[src/rtl/collision_probe_sched.sv]
// Per-frame collision probe sequencer: issues eight wall probes for fireboy and watergirl
// through a shared map ROM port and publishes all hit flags together once the last read returns.
module collision_probe_sched #(
    parameter int         MAP_W          = 640,
    parameter int         MAP_H          = 480,
    parameter int         ROM_LAT        = 1,
    parameter logic [2:0] WALL_IDX       = 3'd1,
    parameter int         FIRE_SIDE_OFS  = 15,
    parameter int         FIRE_MID_OFS   = 13,
    parameter int         WATER_SIDE_OFS = 25,
    parameter int         WATER_MID_OFS  = 25
) (
    input  logic        vga_clk,
    input  logic        reset_n,
    input  logic        frame_start,
    input  logic [9:0]  fire_left,
    input  logic [9:0]  fire_right,
    input  logic [9:0]  fire_top,
    input  logic [9:0]  fire_bottom,
    input  logic [9:0]  water_left,
    input  logic [9:0]  water_right,
    input  logic [9:0]  water_top,
    input  logic [9:0]  water_bottom,
    output logic [18:0] rom_addr,
    output logic        rom_en,
    input  logic [2:0]  rom_q,
    output logic [3:0]  fire_hit,
    output logic [3:0]  water_hit,
    output logic        probe_done,
    output logic        busy,
    output logic        overrun
);

    localparam logic signed [11:0] X_MAX  = 12'(MAP_W - 1);
    localparam logic signed [11:0] Y_MAX  = 12'(MAP_H - 1);
    localparam logic signed [11:0] F_SIDE = 12'(FIRE_SIDE_OFS);
    localparam logic signed [11:0] F_MID  = 12'(FIRE_MID_OFS);
    localparam logic signed [11:0] W_SIDE = 12'(WATER_SIDE_OFS);
    localparam logic signed [11:0] W_MID  = 12'(WATER_MID_OFS);

    typedef enum logic [1:0] {IDLE, ISSUE, DRAIN, DONE} state_t;

    state_t            state, state_nxt;
    logic [2:0]        cnt, cnt_nxt;
    logic [9:0]        live [8];
    logic [9:0]        snap [8];
    logic [9:0]        crd  [8];
    logic [2:0]        pidx;
    logic signed [11:0] px, py;
    logic [18:0]       addr_nxt;
    logic              vld_p [ROM_LAT];
    logic [2:0]        idx_p [ROM_LAT];
    logic [7:0]        shadow, shadow_nxt;

    function automatic logic signed [11:0] sx(input logic [9:0] v);
        return $signed({2'b00, v});
    endfunction

    function automatic logic [9:0] sat_x(input logic signed [11:0] x);
        if (x > X_MAX)
            return X_MAX[9:0];
        if (x < 12'sd0)
            return 10'd0;
        return x[9:0];
    endfunction

    function automatic logic [8:0] sat_y(input logic signed [11:0] y);
        if (y < 12'sd0)
            return 9'd0;
        if (y > Y_MAX)
            return Y_MAX[8:0];
        return y[8:0];
    endfunction

    // Both operands are widened to the full address width before the multiply.
    function automatic logic [18:0] probe_addr(input logic signed [11:0] x,
                                               input logic signed [11:0] y);
        logic [18:0] xs, ys;
        xs = {9'd0, sat_x(x)};
        ys = {10'd0, sat_y(y)};
        return xs + ys * 19'(MAP_W);
    endfunction

    function automatic logic is_wall(input logic [2:0] q);
        return q == WALL_IDX;
    endfunction

    assign live = '{fire_left, fire_right, fire_top, fire_bottom,
                    water_left, water_right, water_top, water_bottom};

    // Probe 0 is formed from the live inputs on the start edge; later probes from the snapshot.
    always_comb begin
        for (int i = 0; i < 8; i++)
            crd[i] = (state == IDLE) ? live[i] : snap[i];
        pidx = (state == IDLE) ? 3'd0 : cnt + 3'd1;
        px   = '0;
        py   = '0;
        case (pidx)
            3'd0: begin px = sx(crd[0]);          py = sx(crd[3]) - F_SIDE; end
            3'd1: begin px = sx(crd[1]);          py = sx(crd[3]) - F_SIDE; end
            3'd2: begin px = sx(crd[0]) + F_MID;  py = sx(crd[2]);          end
            3'd3: begin px = sx(crd[0]) + F_MID;  py = sx(crd[3]);          end
            3'd4: begin px = sx(crd[4]);          py = sx(crd[7]) - W_SIDE; end
            3'd5: begin px = sx(crd[5]);          py = sx(crd[7]) - W_SIDE; end
            3'd6: begin px = sx(crd[4]) + W_MID;  py = sx(crd[6]);          end
            3'd7: begin px = sx(crd[4]) + W_MID;  py = sx(crd[7]);          end
            default: begin px = '0; py = '0; end
        endcase
        addr_nxt = probe_addr(px, py);
    end

    always_comb begin
        state_nxt = state;
        cnt_nxt   = cnt;
        case (state)
            IDLE: begin
                if (frame_start) begin
                    state_nxt = ISSUE;
                    cnt_nxt   = 3'd0;
                end
            end
            ISSUE: begin
                if (cnt == 3'd7) begin
                    state_nxt = DRAIN;
                    cnt_nxt   = 3'd0;
                end else begin
                    cnt_nxt = cnt + 3'd1;
                end
            end
            DRAIN: begin
                if (cnt == 3'(ROM_LAT - 1)) begin
                    state_nxt = DONE;
                    cnt_nxt   = 3'd0;
                end else begin
                    cnt_nxt = cnt + 3'd1;
                end
            end
            DONE:    state_nxt = IDLE;
            default: state_nxt = IDLE;
        endcase
    end

    // The last capture and the flag publish share one edge, so publish from shadow_nxt.
    always_comb begin
        shadow_nxt = shadow;
        if (vld_p[ROM_LAT-1])
            shadow_nxt[idx_p[ROM_LAT-1]] = is_wall(rom_q);
    end

    always_ff @(posedge vga_clk or negedge reset_n) begin
        if (!reset_n) begin
            state      <= IDLE;
            cnt        <= 3'd0;
            rom_addr   <= '0;
            rom_en     <= 1'b0;
            fire_hit   <= '0;
            water_hit  <= '0;
            probe_done <= 1'b0;
            busy       <= 1'b0;
            overrun    <= 1'b0;
            shadow     <= '0;
            for (int k = 0; k < ROM_LAT; k++)
                vld_p[k] <= 1'b0;
        end else begin
            state      <= state_nxt;
            cnt        <= cnt_nxt;
            shadow     <= shadow_nxt;
            busy       <= (state_nxt != IDLE);
            probe_done <= (state_nxt == DONE);
            if (frame_start && state != IDLE)
                overrun <= 1'b1;
            if ((state == IDLE && frame_start) || (state == ISSUE && cnt != 3'd7)) begin
                rom_en   <= 1'b1;
                rom_addr <= addr_nxt;
            end else begin
                rom_en <= 1'b0;
            end
            vld_p[0] <= (state == ISSUE);
            for (int k = 1; k < ROM_LAT; k++)
                vld_p[k] <= vld_p[k-1];
            if (state == DRAIN && state_nxt == DONE) begin
                fire_hit  <= {shadow_nxt[0], shadow_nxt[1], shadow_nxt[2], shadow_nxt[3]};
                water_hit <= {shadow_nxt[4], shadow_nxt[5], shadow_nxt[6], shadow_nxt[7]};
            end
        end
    end

    always_ff @(posedge vga_clk) begin
        if (state == IDLE && frame_start)
            snap <= live;
        idx_p[0] <= cnt;
        for (int k = 1; k < ROM_LAT; k++)
            idx_p[k] <= idx_p[k-1];
    end

endmodule
[config.mk]
export PLATFORM = sky130hd
export DESIGN_NAME = collision_probe_sched
export DESIGN_NICKNAME = d
export VERILOG_FILES = /design/src/rtl/collision_probe_sched.sv
export SDC_FILE = /design/constraint.sdc
export NUM_CORES = 1
export LEC_CHECK = 0
export ABC_CLOCK_PERIOD_IN_PS = 6950
export BUFFER_PORTS_ARGS = -buffer_cell sky130_fd_sc_hd__buf_2
export CORE_MARGIN = 1
export CORE_UTILIZATION = 52
export CTS_CLUSTER_DIAMETER = 150
export DETAILED_ROUTE_END_ITERATION = 8
export GPL_TIMING_DRIVEN = 0
export PLACE_DENSITY = 0.79
export SLEW_MARGIN = 15
export SYNTH_ARGS = -nofsm -noshare
export SYNTH_HDL_FRONTEND = slang
export SYNTH_SLANG_ARGS = --single-unit
[constraint.sdc]
create_clock -name vga_clk -period 6.95 [get_ports vga_clk]
set_input_delay 1.0425 -clock vga_clk [delete_from_list [all_inputs] [get_ports vga_clk]]
set_output_delay 1.0425 -clock vga_clk [all_outputs]
set_load 0.03 [all_outputs]
Yosys cells after proc, flatten, opt, wreduce, memory -nomap -nowiden

Memories as Yosys holds them, arrays and structs flattened.
Index checks and enable logic that the tools add are counted.

Bits in registers: 125
Memory bits (writable): 3
Input port bits: 86
Output and inout port bits: 31
Word-level logic and storage cells: 103
Memories: 1

Memory list:

| memory | depth | bits a word | read ports | clocked after memory_dff | wr ports | RTL line | source |
|---|---|---|---|---|---|---|---|
| idx_p  | 1     | 3           | 1          | 0                        | 1        | 52       | `logic [2:0] idx_p [ROM_LAT];` |

Add/sub/neg operators: 6
$mul: 1
$lt $le $gt $ge: 6
Eq/ne operators: 15
Muxes and demuxes: 38
Reduce and logical (&&, ||, !) cells: 17

Operators with widths:

| operator              | count |
|---|---|
| $pmux 12 s6           | 2 |
| $mux 10               | 12 |
| $mux 9                | 4 |
| $lt 12x1->1 const B   | 2 |
| $add 10x19->19        | 1 |
| $eq 3x3->1 const B    | 5 |
| $gt 12x10->1 const B  | 1 |
| $gt 12x11->1 const B  | 1 |
| $mul 9x3->12 const B  | 1 |
| $mux 3                | 4 |
| $add 10x4->11 const B | 1 |
| $add 10x5->11 const B | 1 |
| $sub 10x4->11 const B | 1 |
| $sub 10x5->11 const B | 1 |
| $pmux 3 s3            | 1 |
| $bwmux 8              | 1 |
| $mux 1                | 8 |
| $mux 8                | 1 |
| $pmux 2 s4            | 1 |
| $reduce_or 2->1       | 4 |
| $eq 2x2->1 const B    | 3 |
| $eq 3x1->1 const B    | 2 |
| $eq 3x2->1 const B    | 2 |
| $logic_not 3->1       | 2 |
| 14 further kinds      | 21 |

Depth between registers and ports, before layout

Depth in word-level cells: 12
Mapped depth: 28
Gate-level depth less buffers: 22

Least setup slack after synthesis

OpenSTA, ideal clock, no wires.

Path kind: register to register
From: register state[0]
To: register rom_addr[18]
Library setup time: 0.074 ns
Data arrival time: 6.532 ns
Data required time: 6.876 ns
Slack: 0.344 ns
Stages on the path, launching flop included: 27
Buffers on the path: 7
Period minus slack after synthesis: 6.606 ns
Path through: dfrtp_1 -> inv_1 -> ha_1 -> buf_4 -> buf_6 -> buf_4 -> buf_2 -> buf_2 -> buf_1 -> mux2i_1 -> ha_1 -> nand2b_1 -> a32oi_1 -> nor2_1 -> o41a_1 -> a22o_1 -> o41a_1 -> buf_2 -> nor3b_1 -> ha_1 -> fa_1 -> xnor2_1 -> a2111oi_2 -> o221ai_2 -> or3_4 -> or4b_4 -> o21ai_2

Cells in the longest elaborated chain, start to end: 12
Elaborated cells on any way between the ends: 50
Classes of those cells: add/sub (5); mul (1); order compare (4); eq/ne (8); mux (23); reduce/logical (9)

Ends and longest elaborated chain:

| element                                                 | RTL line | source |
|---|---|---|
| start: declaration                                      | 43       | `state_t state, state_nxt;` |
| start signal: assignment                                | 165      | `state <= state_nxt;` |
| branches (longest 12 deep; another with $add 10x19->19) | --       |  |
| end signal: assignment                                  | 174      | `rom_addr <= addr_nxt;` |
| end: declaration                                        | 24       | `output logic [18:0] rom_addr,` |

Several ways; the timed one is not identified. The select of a mux whose other input is x is not followed.
A chain may end at the register's enable or synchronous reset.

Worst setup path in the final report

Ends and elaborated chain as after synthesis.

==> results.json <==
{
  "outcome": "complete, no violations",
  "final_layout_size_suffix_gt1_share_pct": 27.20,
  "grt_pass1_wl_um": 32020,
  "wl_per_cell_um": 20.72,
  "ir_drop_v": 0.0003564,
  "overflow": 0,
  "startpoint_type": "flop",
  "dp_cells": 966,
  "cp_max_fo": 19,
  "syn_inst": 669,
  "worstSetupPathType": "flop to flop",
  "r2r-end": "rom_addr[18]$_DFFE_PN0P_",
  "fmax_ghz": 0.1479,
  "routed_wl_um": 20720,
  "setup_viol": 0,
  "drv_cap": 0,
  "initial_core_util_pct": 53.38,
  "ant_nets": 0,
  "cts_sinks": 128,
  "max_slew_margin_pct": 31.27,
  "clkLatencyLatePin_ps": 430,
  "setup-tns-final_ps": 0,
  "vias": 6320,
  "cts_tree": "done",
  "placeableCoreArea_um2": 13880,
  "cts_max_path_buffers": 2,
  "die_width_um": 121.4,
  "min-delay-start": "cnt[2]$_DFFE_PN0P_",
  "htreeDepth": 4,
  "yosysSeqAreaShare_pct": 48.43,
  "instances_no_fill": 1000,
  "worstPathArrival_ps": 7120,
  "boundaryPins": 117,
  "syn2layout_area_growth_pct": 21.04,
  "fillers": 1099,
  "worst_pin_slew_ps": 1023,
  "place_congestion": 0.9181,
  "ys_seq_elements": 128,
  "fin_worst_skew_ps": 10.18,
  "drv_slew": 0,
  "synth_edf_count": 80,
  "yosysWarnings": 0,
  "gr-usage-all-layers_pct": 29.08,
  "post-route-period-util_pct": 97.29,
  "worstReg2RegStart": "state[0]$_DFF_PN0_",
  "die_h_um": 121.4,
  "min_period_ps": 6762,
  "path_clk_slew_ps": 60,
  "fin_ws_ps": 188.2,
  "end_kind": "flop",
  "hold_depth": 0,
  "grt_start_max_net_pins": 65,
  "finalHoldViolCount": 0,
  "final_common_cell": "buf_2",
  "drc": 0,
  "netlist_area_um2": 7410,
  "async_reset_ff_share_pct": 35.16,
  "fin_nets": 919,
  "min_delay_worst_endpoint": "idx_p[0][2]$_DFF_P_",
  "diodes": 0,
  "grt_pass1_vias": 6104,
  "syn_avg_cell_area_um2": 11.08,
  "dieArea_um2": 14730,
  "mostFrequentLayoutCells": "buf_2, edfxtp_1, nand2_1, dfrtp_1, a21oi_1",
  "cts-root-buf": "clkbuf_16",
  "drt_iter0_markers": 618,
  "power_density_nw_per_um2": 587.4,
  "numPortBuffers": 116,
  "cts_hold_buf": 0,
  "hp-class": "flop to flop",
  "regToRegSetupSlack_ps": 190,
  "synth_cell_types": 87,
  "antenna_found_initial": 0,
  "cts_made_buffers": 17,
  "vias_per_cell": 6.320,
  "hold_slack_ps": 434.9,
  "row_count": 43,
  "dr.pass1.iters": 7,
  "power_leakage_uw": 0.003646,
  "dp_hpwl_um": 15050,
  "ys.flop_type": "edfxtp_1",
  "dpl_worst_slack_ps": -1021,
  "reg2reg_depth": 23,
  "cp.required_ps": 7310,
  "syn_nets": 781
}
==> cells by family (layout without fill, tap and decap cells) <==
family / count (synthesis) / in the layout / share of synthesized area, %
simple gates: 206 / 206 / 15.10
buf+inv: 46 / 197 / 2.752
fa+ha+maj: 26 / 26 / 4.593
flops: 128 / 128 / 48.43
mux: 59 / 59 / 8.612
xor+xnor: 31 / 31 / 3.664
compound gates: 173 / 173 / 16.85
==> critical path, stage by stage (launching register included) <==
cell and delay (ps):
dfrtp_1 440, inv_1 130, ha_2 250, buf_4 250, buf_12 200, buf_4 220
mux2i_1 220, ha_1 230, nand2b_1 130, a32oi_4 310, nor2_1 150, o41a_1 460
a22o_1 230, o41a_1 440, buf_2 190, nor3b_1 170, ha_1 290, fa_1 450
xnor2_2 240, a2111oi_4 400, o221ai_2 220, or3_4 410, or4b_4 500, o21ai_2 120
==> timing repair <==
action,in CTS,in global routing
setup endpoints to repair,6,3
endpoints found under the hold margin,0,0
pin swaps,4,3
buffers inserted,2,2
cloned,0,1
gates resized for setup,8,7
==> sequential cells by signal (all words and copies together), names as in the netlist <==
signal and count:
state 2, water_hit 4, busy 1, fire_hit 4
cnt 3, shadow 8, snap 80, idx_p 3
rom_addr 19, rom_en 1, vld_p 1, overrun 1
probe_done 1
==> how the worst max path moves through the flow <==
stage / to / from / cells past startpoint / slack [ps]
floorplan: rom_addr[18]$_DFFE_PN0P_ / state[0]$_DFF_PN0_ / 26 / 340
global placement: rom_addr[17]$_DFFE_PN0P_ / state[0]$_DFF_PN0_ / 27 / -890
detailed placement: rom_addr[18]$_DFFE_PN0P_ / state[0]$_DFF_PN0_ / 26 / -1020
CTS: rom_addr[18]$_DFFE_PN0P_ / state[0]$_DFF_PN0_ / 24 / 30
global route: rom_addr[18]$_DFFE_PN0P_ / state[0]$_DFF_PN0_ / 23 / -50
finish: rom_addr[18]$_DFFE_PN0P_ / state[0]$_DFF_PN0_ / 23 / 190
==> cells in the mapped netlist, types with 10 or more instances <==
cell / number / area (um^2)
dfrtp_1: 45 / 1126
xor2_1: 18 / 157.7
o21ai_0: 27 / 135.1
ha_1: 24 / 300.3
edfxtp_1: 80 / 2402
inv_1: 15 / 56.30
nand3_1: 17 / 85.08
o22ai_1: 10 / 62.56
a21oi_1: 35 / 175.2
nor3b_1: 10 / 75.07
nand2_1: 52 / 195.2
buf_2: 13 / 65.06
o211ai_1: 10 / 75.07
mux2i_1: 30 / 300.3
nor3_1: 21 / 105.1
nand2b_1: 12 / 75.07
mux2_2: 28 / 315.3
nor2_1: 32 / 120.1
xnor2_1: 13 / 113.9
==> power by group <==
part	internal [uW]	switching, uW
combinational	1290	1960
clock	546	340
sequential	1020	105
==> through the flow <==
| stage | util, % | power (uW) | instance area [um^2] |
|---|---|---|---|
| 2_1_floorplan | - | 3321 | 7410 |
| 3_3_place_gp | 59.19 | 3905 | 8215 |
| 3_5_place_dp | 59.40 | 4012 | 8245 |
| 4_1_cts | 64.00 | 5061 | 8884 |
| 5_1_grt | 64.61 | 5569 | 8969 |
| 6_report | 64.61 | 5268 | 8969 |
==> layout make-up <==
cell class | count | area, um^2 | area share, %
plain buffers | 25 | 131.4 | 1.465
clock buffers | 22 | 496.7 | 5.539
clock inverters | 10 | 98.84 | 1.102
inverters | 18 | 70.07 | 0.7813
multi-input cells | 495 | 3695 | 41.20
flip-flops and latches | 128 | 3588 | 40.01
well taps | 180 | 225.2 | 2.511
repair buffers | 122 | 663.1 | 7.394
==> per-layer routing <==
metal	vias to the layer above	share of wire [%]	track usage (%)
met5	-	0	0
met4	0	3.0	14.20
met3	55	7.8	5.686
met2	374	46	45.03
met1	3007	43	39.00
li1	2884	-	-
Power figures use the tool's default switching activity.
